$ cat config.mk
export PLATFORM = sky130hd
export DESIGN_NAME = operand_fetch_ctrl
export DESIGN_NICKNAME = d
export VERILOG_FILES = /design/src/rtl/isa_pkg.sv /design/src/rtl/mem_port_ctrl.sv /design/src/rtl/operand_fetch_ctrl.sv
export SDC_FILE = /design/constraint.sdc
export NUM_CORES = 1
export LEC_CHECK = 0
export CORE_UTILIZATION = 42
export DETAILED_ROUTE_END_ITERATION = 6
export PLACE_DENSITY = 0.81
export SLEW_MARGIN = 10
export SYNTH_ARGS = -nofsm -noshare
export SYNTH_HDL_FRONTEND = slang
export SYNTH_SLANG_ARGS = --single-unit
$ cat constraint.sdc
create_clock -name DCLK -period 2.81 [get_ports DCLK]
set_input_delay 0.843 -clock DCLK [delete_from_list [all_inputs] [get_ports DCLK]]
set_output_delay 0.843 -clock DCLK [all_outputs]
set_load 0.02 [all_outputs]
$ cat src/rtl/isa_pkg.sv
// isa_pkg: opcode, instruction field and FSM state definitions for the operand fetch controller
package isa_pkg;
   localparam logic [3:0] OP_ADD  = 4'd0;
   localparam logic [3:0] OP_SUB  = 4'd1;
   localparam logic [3:0] OP_AND  = 4'd2;
   localparam logic [3:0] OP_OR   = 4'd3;
   localparam logic [3:0] OP_SLT  = 4'd4;
   localparam logic [3:0] OP_ADDI = 4'd5;
   localparam logic [3:0] OP_LW   = 4'd6;
   localparam logic [3:0] OP_SW   = 4'd7;
   localparam logic [3:0] OP_BEQ  = 4'd8;
   localparam logic [3:0] OP_JUMP = 4'd9;
   // immediate / jump target occupies the low byte of the instruction
   localparam int IM_W = 8;
   typedef enum logic [2:0] {S_IDLE, S_RD1, S_RD2, S_RD3, S_MEM, S_WB, S_ISSUE} state_t;
   // ADD..SLT share the three-register read sequence
   function automatic logic is_rtype(input logic [3:0] op);
      return op <= OP_SLT;
   endfunction
endpackage

$ cat src/rtl/mem_port_ctrl.sv
// mem_port_ctrl: holds a memory request stable until ack, and aborts it after a bounded wait
module mem_port_ctrl #(
   parameter int          WORD_SIZE   = 16,
   parameter int          MEM_ADDR    = 16,
   parameter int unsigned MEM_TIMEOUT = 255
) (
   input  logic                 clk,
   input  logic                 rst_n,
   input  logic                 start_i,
   input  logic                 wr_i,
   input  logic [MEM_ADDR-1:0]  addr_i,
   input  logic [WORD_SIZE-1:0] wdata_i,
   input  logic                 ack_i,
   input  logic [WORD_SIZE-1:0] mdata_i,
   output logic                 req_o,
   output logic                 w_o,
   output logic [MEM_ADDR-1:0]  addr_o,
   output logic [WORD_SIZE-1:0] wdata_o,
   output logic                 done_o,
   output logic                 timeout_o,
   output logic                 err_o,
   output logic [WORD_SIZE-1:0] rdata_o
);
   localparam int CW = $clog2(MEM_TIMEOUT + 2);
   logic [CW-1:0] cnt_q;
   assign done_o    = req_o & ack_i;
   assign timeout_o = (MEM_TIMEOUT != 0) && req_o && !ack_i && (32'(cnt_q) == MEM_TIMEOUT - 1);
   assign rdata_o   = mdata_i;
   // request latch, wait counter and one-cycle error pulse after an abandoned request
   always_ff @(posedge clk) begin
      if (!rst_n) begin
         req_o   <= 1'b0;
         w_o     <= 1'b0;
         addr_o  <= '0;
         wdata_o <= '0;
         cnt_q   <= '0;
         err_o   <= 1'b0;
      end else begin
         err_o <= timeout_o;
         if (start_i) begin
            req_o   <= 1'b1;
            w_o     <= wr_i;
            addr_o  <= addr_i;
            wdata_o <= wdata_i;
            cnt_q   <= '0;
         end else if (req_o) begin
            req_o <= !(ack_i || timeout_o);
            cnt_q <= cnt_q + CW'(1);
         end
      end
   end
endmodule

$ cat src/rtl/operand_fetch_ctrl.sv
// operand_fetch_ctrl: decodes one instruction and sequences register reads, memory access, writeback and operand issue
module operand_fetch_ctrl
   import isa_pkg::*;
#(
   parameter int          WORD_SIZE   = 16,
   parameter int          REG_ADDR    = 4,
   parameter int          OP_SIZE     = 4,
   parameter int          MEM_ADDR    = 16,
   parameter int unsigned MEM_TIMEOUT = 255
) (
   input  logic                 DCLK,
   input  logic                 RST_N,
   input  logic [WORD_SIZE-1:0] I_IN,
   input  logic                 I_VALID,
   output logic                 I_READY,
   output logic [WORD_SIZE-1:0] DATA1_OUT,
   output logic [WORD_SIZE-1:0] DATA2_OUT,
   output logic [WORD_SIZE-1:0] DATA3_OUT,
   output logic [OP_SIZE-1:0]   SEL_OUT,
   output logic                 EX_VALID,
   input  logic                 EX_READY,
   output logic                 R_W,
   output logic [REG_ADDR-1:0]  RADDR,
   output logic [WORD_SIZE-1:0] RDATAOUT,
   input  logic [WORD_SIZE-1:0] RDATAIN,
   output logic                 M_REQ,
   output logic                 M_W,
   output logic [MEM_ADDR-1:0]  MADDR,
   output logic [WORD_SIZE-1:0] MDATAOUT,
   input  logic [WORD_SIZE-1:0] MDATAIN,
   input  logic                 M_ACK,
   output logic                 ILLEGAL,
   output logic                 ERROR
);
   state_t               state_q, state_d;
   logic [WORD_SIZE-1:0] ir_q, tmp_q, mem_rdata;
   logic [OP_SIZE-1:0]   op, op_in;
   logic [REG_ADDR-1:0]  reg1, reg2, reg3;
   logic [IM_W-1:0]      im;
   logic                 rdy_q, ill_q, accept, mem_start, mem_wr, mem_done, mem_tmo;
   assign op_in    = I_IN[WORD_SIZE-1 -: OP_SIZE];
   assign op       = ir_q[WORD_SIZE-1 -: OP_SIZE];
   assign reg1     = ir_q[WORD_SIZE-OP_SIZE-1 -: REG_ADDR];
   assign reg2     = ir_q[WORD_SIZE-OP_SIZE-REG_ADDR-1 -: REG_ADDR];
   assign reg3     = ir_q[REG_ADDR-1:0];
   assign im       = state_q == S_IDLE ? I_IN[IM_W-1:0] : ir_q[IM_W-1:0];
   assign I_READY  = rdy_q && state_q == S_IDLE;
   assign accept   = I_READY && I_VALID;
   assign EX_VALID = state_q == S_ISSUE;
   assign R_W      = state_q == S_WB;
   assign RDATAOUT = tmp_q;
   assign ILLEGAL  = ill_q;
   mem_port_ctrl #(
      .WORD_SIZE  (WORD_SIZE),
      .MEM_ADDR   (MEM_ADDR),
      .MEM_TIMEOUT(MEM_TIMEOUT)
   ) u_mem (
      .clk      (DCLK),
      .rst_n    (RST_N),
      .start_i  (mem_start),
      .wr_i     (mem_wr),
      .addr_i   (MEM_ADDR'(im)),
      .wdata_i  (RDATAIN),
      .ack_i    (M_ACK),
      .mdata_i  (MDATAIN),
      .req_o    (M_REQ),
      .w_o      (M_W),
      .addr_o   (MADDR),
      .wdata_o  (MDATAOUT),
      .done_o   (mem_done),
      .timeout_o(mem_tmo),
      .err_o    (ERROR),
      .rdata_o  (mem_rdata)
   );
   // next state, register address and memory launch for each phase of an instruction
   always_comb begin
      state_d   = state_q;
      RADDR     = '0;
      mem_start = 1'b0;
      mem_wr    = 1'b0;
      case (state_q)
         S_IDLE: begin
            mem_start = accept && op_in == OP_LW;
            state_d   = !accept ? S_IDLE : op_in == OP_JUMP ? S_ISSUE : op_in == OP_LW ? S_MEM :
                        op_in > OP_JUMP ? S_IDLE : S_RD1;
         end
         S_RD1: begin
            RADDR   = is_rtype(op) ? reg3 : reg1;
            state_d = S_RD2;
         end
         S_RD2: begin
            RADDR     = reg2;
            mem_start = op == OP_SW;
            mem_wr    = 1'b1;
            state_d   = op == OP_SW ? S_MEM : op == OP_ADDI ? S_WB : S_RD3;
         end
         S_RD3:   state_d = S_ISSUE;
         S_MEM:   state_d = mem_done ? (op == OP_LW ? S_WB : S_IDLE) : mem_tmo ? S_IDLE : S_MEM;
         S_WB: begin
            RADDR   = reg1;
            state_d = S_IDLE;
         end
         S_ISSUE: state_d = EX_READY ? S_IDLE : S_ISSUE;
         default: state_d = S_IDLE;
      endcase
   end
   // state, instruction/scratch registers and the issued operand bundle, loaded only when entering ISSUE
   always_ff @(posedge DCLK) begin
      if (!RST_N) begin
         state_q   <= S_IDLE;
         ir_q      <= '0;
         tmp_q     <= '0;
         rdy_q     <= 1'b0;
         ill_q     <= 1'b0;
         DATA1_OUT <= '0;
         DATA2_OUT <= '0;
         DATA3_OUT <= '0;
         SEL_OUT   <= '0;
      end else begin
         state_q <= state_d;
         rdy_q   <= 1'b1;
         ill_q   <= accept && op_in > OP_JUMP;
         if (accept) ir_q <= I_IN;
         if (state_q == S_RD2) tmp_q <= op == OP_ADDI ? RDATAIN + WORD_SIZE'(im) : RDATAIN;
         if (state_q == S_MEM && mem_done) tmp_q <= mem_rdata;
         if (state_q == S_RD3) begin
            DATA1_OUT <= op == OP_BEQ ? tmp_q : WORD_SIZE'(reg1);
            DATA2_OUT <= RDATAIN;
            DATA3_OUT <= op == OP_BEQ ? WORD_SIZE'(reg3) : tmp_q;
            SEL_OUT   <= op;
         end
         if (accept && op_in == OP_JUMP) begin
            DATA1_OUT <= WORD_SIZE'(im);
            DATA2_OUT <= '0;
            DATA3_OUT <= '0;
            SEL_OUT   <= op_in;
         end
      end
   end
endmodule

==> metrics.md <==
| Metric | Value |
|---|---|
| Max clock buf depth | 2 |
| Final RePlAce weighted congestion | 0.9255 |
| # Post-CTS Setup Buffers | 0 |
| Post-synth top flop | dfxtp_1 |
| Lkg Pwr | 3.260 nW |
| Kind of critical path | flop to output port |
| PortBufs | 155 |
| Asr flop ratio synth | 0% |
| Finished Layout Cells | 1,044 |
| Post-placement cell area | 7765 um2 |
| Highest Clock Rate | 0.3702 GHz |
| Worst Tran Pin Value | 0.9722 ns |
| Synth cell types | 61 |
| Antenna Nets Post-Route | 0 |
| CP Launch Point | state_q[0] |
| Minimum clock period | 2.702 ns |
| Status | finished, final reports clean |
| Worst-case reg-to-reg path depth | 11 |
| Place WS | -0.3897 ns |
| Final Hold Viols | 0 |
| Post-route cell area | 8377 um2 |
| Avg WL per Cell | 17.31 um |
| Total CTS buffers | 17 |
| Final setup vio count | 0 |
| HPWL Detailed | 13,090 um |
| Crit. End Element | output port |
| MaxCap Viol Count | 0 |
| YS warnings | 0 |
| Drt total wl | 18,080 um |
| Worst setup margin | 0.1085 ns |
| Area Overhead vs Synth | 45.16% |
| NumNets Final | 922 |
| CP Max Fanout | 10 |
| Initial antenna violation count | 0 |
| Via Count | 5,646 |
| Drt drc | 0 |
| DRT iter0 DRCs | 425 |
| Clock skew | 0.007929 ns |
| Die width | 119.2 um |
| Drt pass-1 iters | 5 |
| Root Buffer | clkbuf_16 |
| Critical R2R Capture | RDATAOUT[10] |
| # fillers | 1,134 |
| Core Area | 13,300 um2 |
| CTS sink count | 125 |
| Post-Synthesis Cell Area | 5771 um2 |
| Data required, critical path | 1.97 ns |
| CTS resizes | 7 |
| Worst IR drop on VDD | 0.3653 mV |
| Global route overflow | 0 |
| Initial Utilization | 43.40% |
| Headroom to the max-slew limit | 34.95% |
| Die area | 14,210 um2 |
| Mapped Avg Cell Area | 8.600 um2 |
| Rows | 42 |
| Vias in the first global route | 5,396 |
| Placed insts | 1,014 |
| Share of cells above drive strength 1 | 13.36% |
| Vias per inst | 5.408 |
| Io pins | 164 |
| R2r startpoint | state_q[2] |
| Synth Register Bits | 125 |
| Largest net degree at the start of global routing | 42 |
| Post-synthesis sequential area ratio | 43.37% |
| Hold_buf cts | 0 |
| Reg-to-reg slack, setup | 0.16 ns |
| Max-slew violations | 0 |
| Clk slew on worst S/H paths | 0.05 ns |
| Mapped Cells | 671 |
| Skew-Pair Late Insertion Delay | 0.42 ns |
| Diodes inserted | 0 |
| H-tree depth | 4 |
| Unrepaired setup endpoints after global routing | true |
| CTS tree | yes |
| Arrival time worst endpoint | 1.86 ns |
| CP startpoint kind | flop |
| Pwr/cell area | 563.9 nW/um2 |
| Layout Utilization | 63.01% |
| Overall routing resource usage | 25.84% |
| Die Ht | 119.2 um |
| Number of synthesized flops with an enable pin | 0 |
| First-pass GRT wire length | 28,390 um |
| CP endpoint | EX_VALID |
| Setup TNS | 0 ns |
| HP Class | flop to flop |
| Ratio of final minimum period to clock period | 96.14% |
## report_power, final
| part | internal, mW | switching [mW] | total [mW] |
|---|---|---|---|
| sequential | 1.81 | 0.0442 | 1.86 |
| clock | 1.38 | 0.758 | 2.14 |
| combinational | 0.349 | 0.377 | 0.726 |
## worst min-delay path by stage
stage,start,end,slack (ns),depth (start not counted)
after global routing,DATA2_OUT[11],DATA2_OUT[11],0.48,2
after global placement,u_mem.w_o,u_mem.w_o,0.43,2
after floorplan,ir_q[4],ir_q[4],0.45,2
after CTS,u_mem.w_o,u_mem.w_o,0.44,2
final,u_mem.w_o,u_mem.w_o,0.44,2
after detailed placement,u_mem.w_o,u_mem.w_o,0.43,2
## Yosys cell counts (all sizes together) (3+ instances only)
cell type / count / share of area (%)
mux2i: 39 / 6.8
ha: 11 / 2.4
mux2: 8 / 1.6
inv: 12 / 0.78
nand4: 10 / 1.1
and3: 4 / 0.43
o221ai: 5 / 0.76
xnor2: 12 / 1.8
nand4b: 5 / 0.76
nand2b: 3 / 0.33
nor2b: 4 / 0.43
a221oi: 4 / 0.72
dfxtp: 125 / 43
clkbuf: 24 / 1.6
buf: 31 / 3.6
nor2: 74 / 4.9
nor3: 8 / 0.78
o21a: 5 / 0.65
a211oi: 9 / 1.2
a21o: 7 / 0.91
a21oi: 77 / 6.7
a22oi: 26 / 3.4
o21ai: 13 / 1.1
a31oi: 4 / 0.43
xor2: 4 / 0.61
nand3: 13 / 1.1
nand2: 99 / 6.4
o211ai: 5 / 0.65
## cell type report
class / instances / area [um2] / area share, %
Inverter: 12 / 45.04 / 0.5377
Clock inverter: 7 / 87.58 / 1.046
Clock buffer: 23 / 488.0 / 5.825
Sequential cell: 125 / 2504 / 29.89
Timing Repair Buffer: 215 / 2023 / 24.15
Multi-Input combinational cell: 486 / 3009 / 35.92
Tap cell: 176 / 220.2 / 2.629
## metrics by stage
| stage | hold slack (ns) | power, mW |
|---|---|---|
| floorplan | 0.4471 | 2.258 |
| global placement | 0.4336 | 2.592 |
| detailed placement | 0.4318 | 2.595 |
| CTS | 0.4398 | 4.734 |
| global route | 0.4765 | 4.889 |
| finish | 0.4393 | 4.723 |
## cells by family (layout without fill, tap and decap cells)
group,after synthesis,in the layout,synth area share (%)
AOI/OAI and AO/OA,168,168,18.58
xor gates and xnor gates,16,16,2.428
adders and majority gates,12,12,2.732
buffers and inverters,67,257,5.898
DFF,125,125,43.37
muxes,47,47,8.326
other,1,8,0.06499
and+or+nand+nor,235,235,18.60
## layer usage
| metal | share of wire [%] | up-vias | wire length, um | track usage (%) |
|---|---|---|---|---|
| met5 | 0 | - | 0 | 0 |
| met4 | 2.7 | 0 | 481 | 11.71 |
| met3 | 7.0 | 38 | 1264 | 7.711 |
| met2 | 45 | 199 | 8133 | 39.75 |
| met1 | 45 | 2685 | 8195 | 33.19 |
| li1 | - | 2724 | - | - |
## cells in the final DEF, fill, tap and decap left out, types with 8 or more instances in the layout
cell and count:
nand2_1 98, mux2_2 8, inv_1 11, clkbuf_16 17, a22oi_1 26, nand3_1 12
xnor2_1 12, mux2i_1 39, dfxtp_1 124, buf_4 58, clkdlybuf4s50_1 149, nor2_1 73
conb_1 8, o21ai_0 12, a21oi_1 77, nand4_1 10, ha_1 11, a211oi_1 8
## critical path, cell delays in order, from the launching register on
cell and delay (ns):
dfxtp_1 0.32, buf_4 0.18, inv_1 0.12, and3_1 0.21
clkdlybuf4s50_1 0.61
## state kept, by name (all words and copies together), names as in the netlist
signal,cells
DATA1_OUT,16
DATA2_OUT,16
DATA3_OUT,16
ILLEGAL,1
RDATAOUT,16
SEL_OUT,4
ir_q,16
rdy_q,1
state_q,3
u_mem.addr_o,8
u_mem.cnt_q,9
u_mem.err_o,1
u_mem.req_o,1
u_mem.w_o,1
u_mem.wdata_o,16
Power figures use the tool's default switching activity.
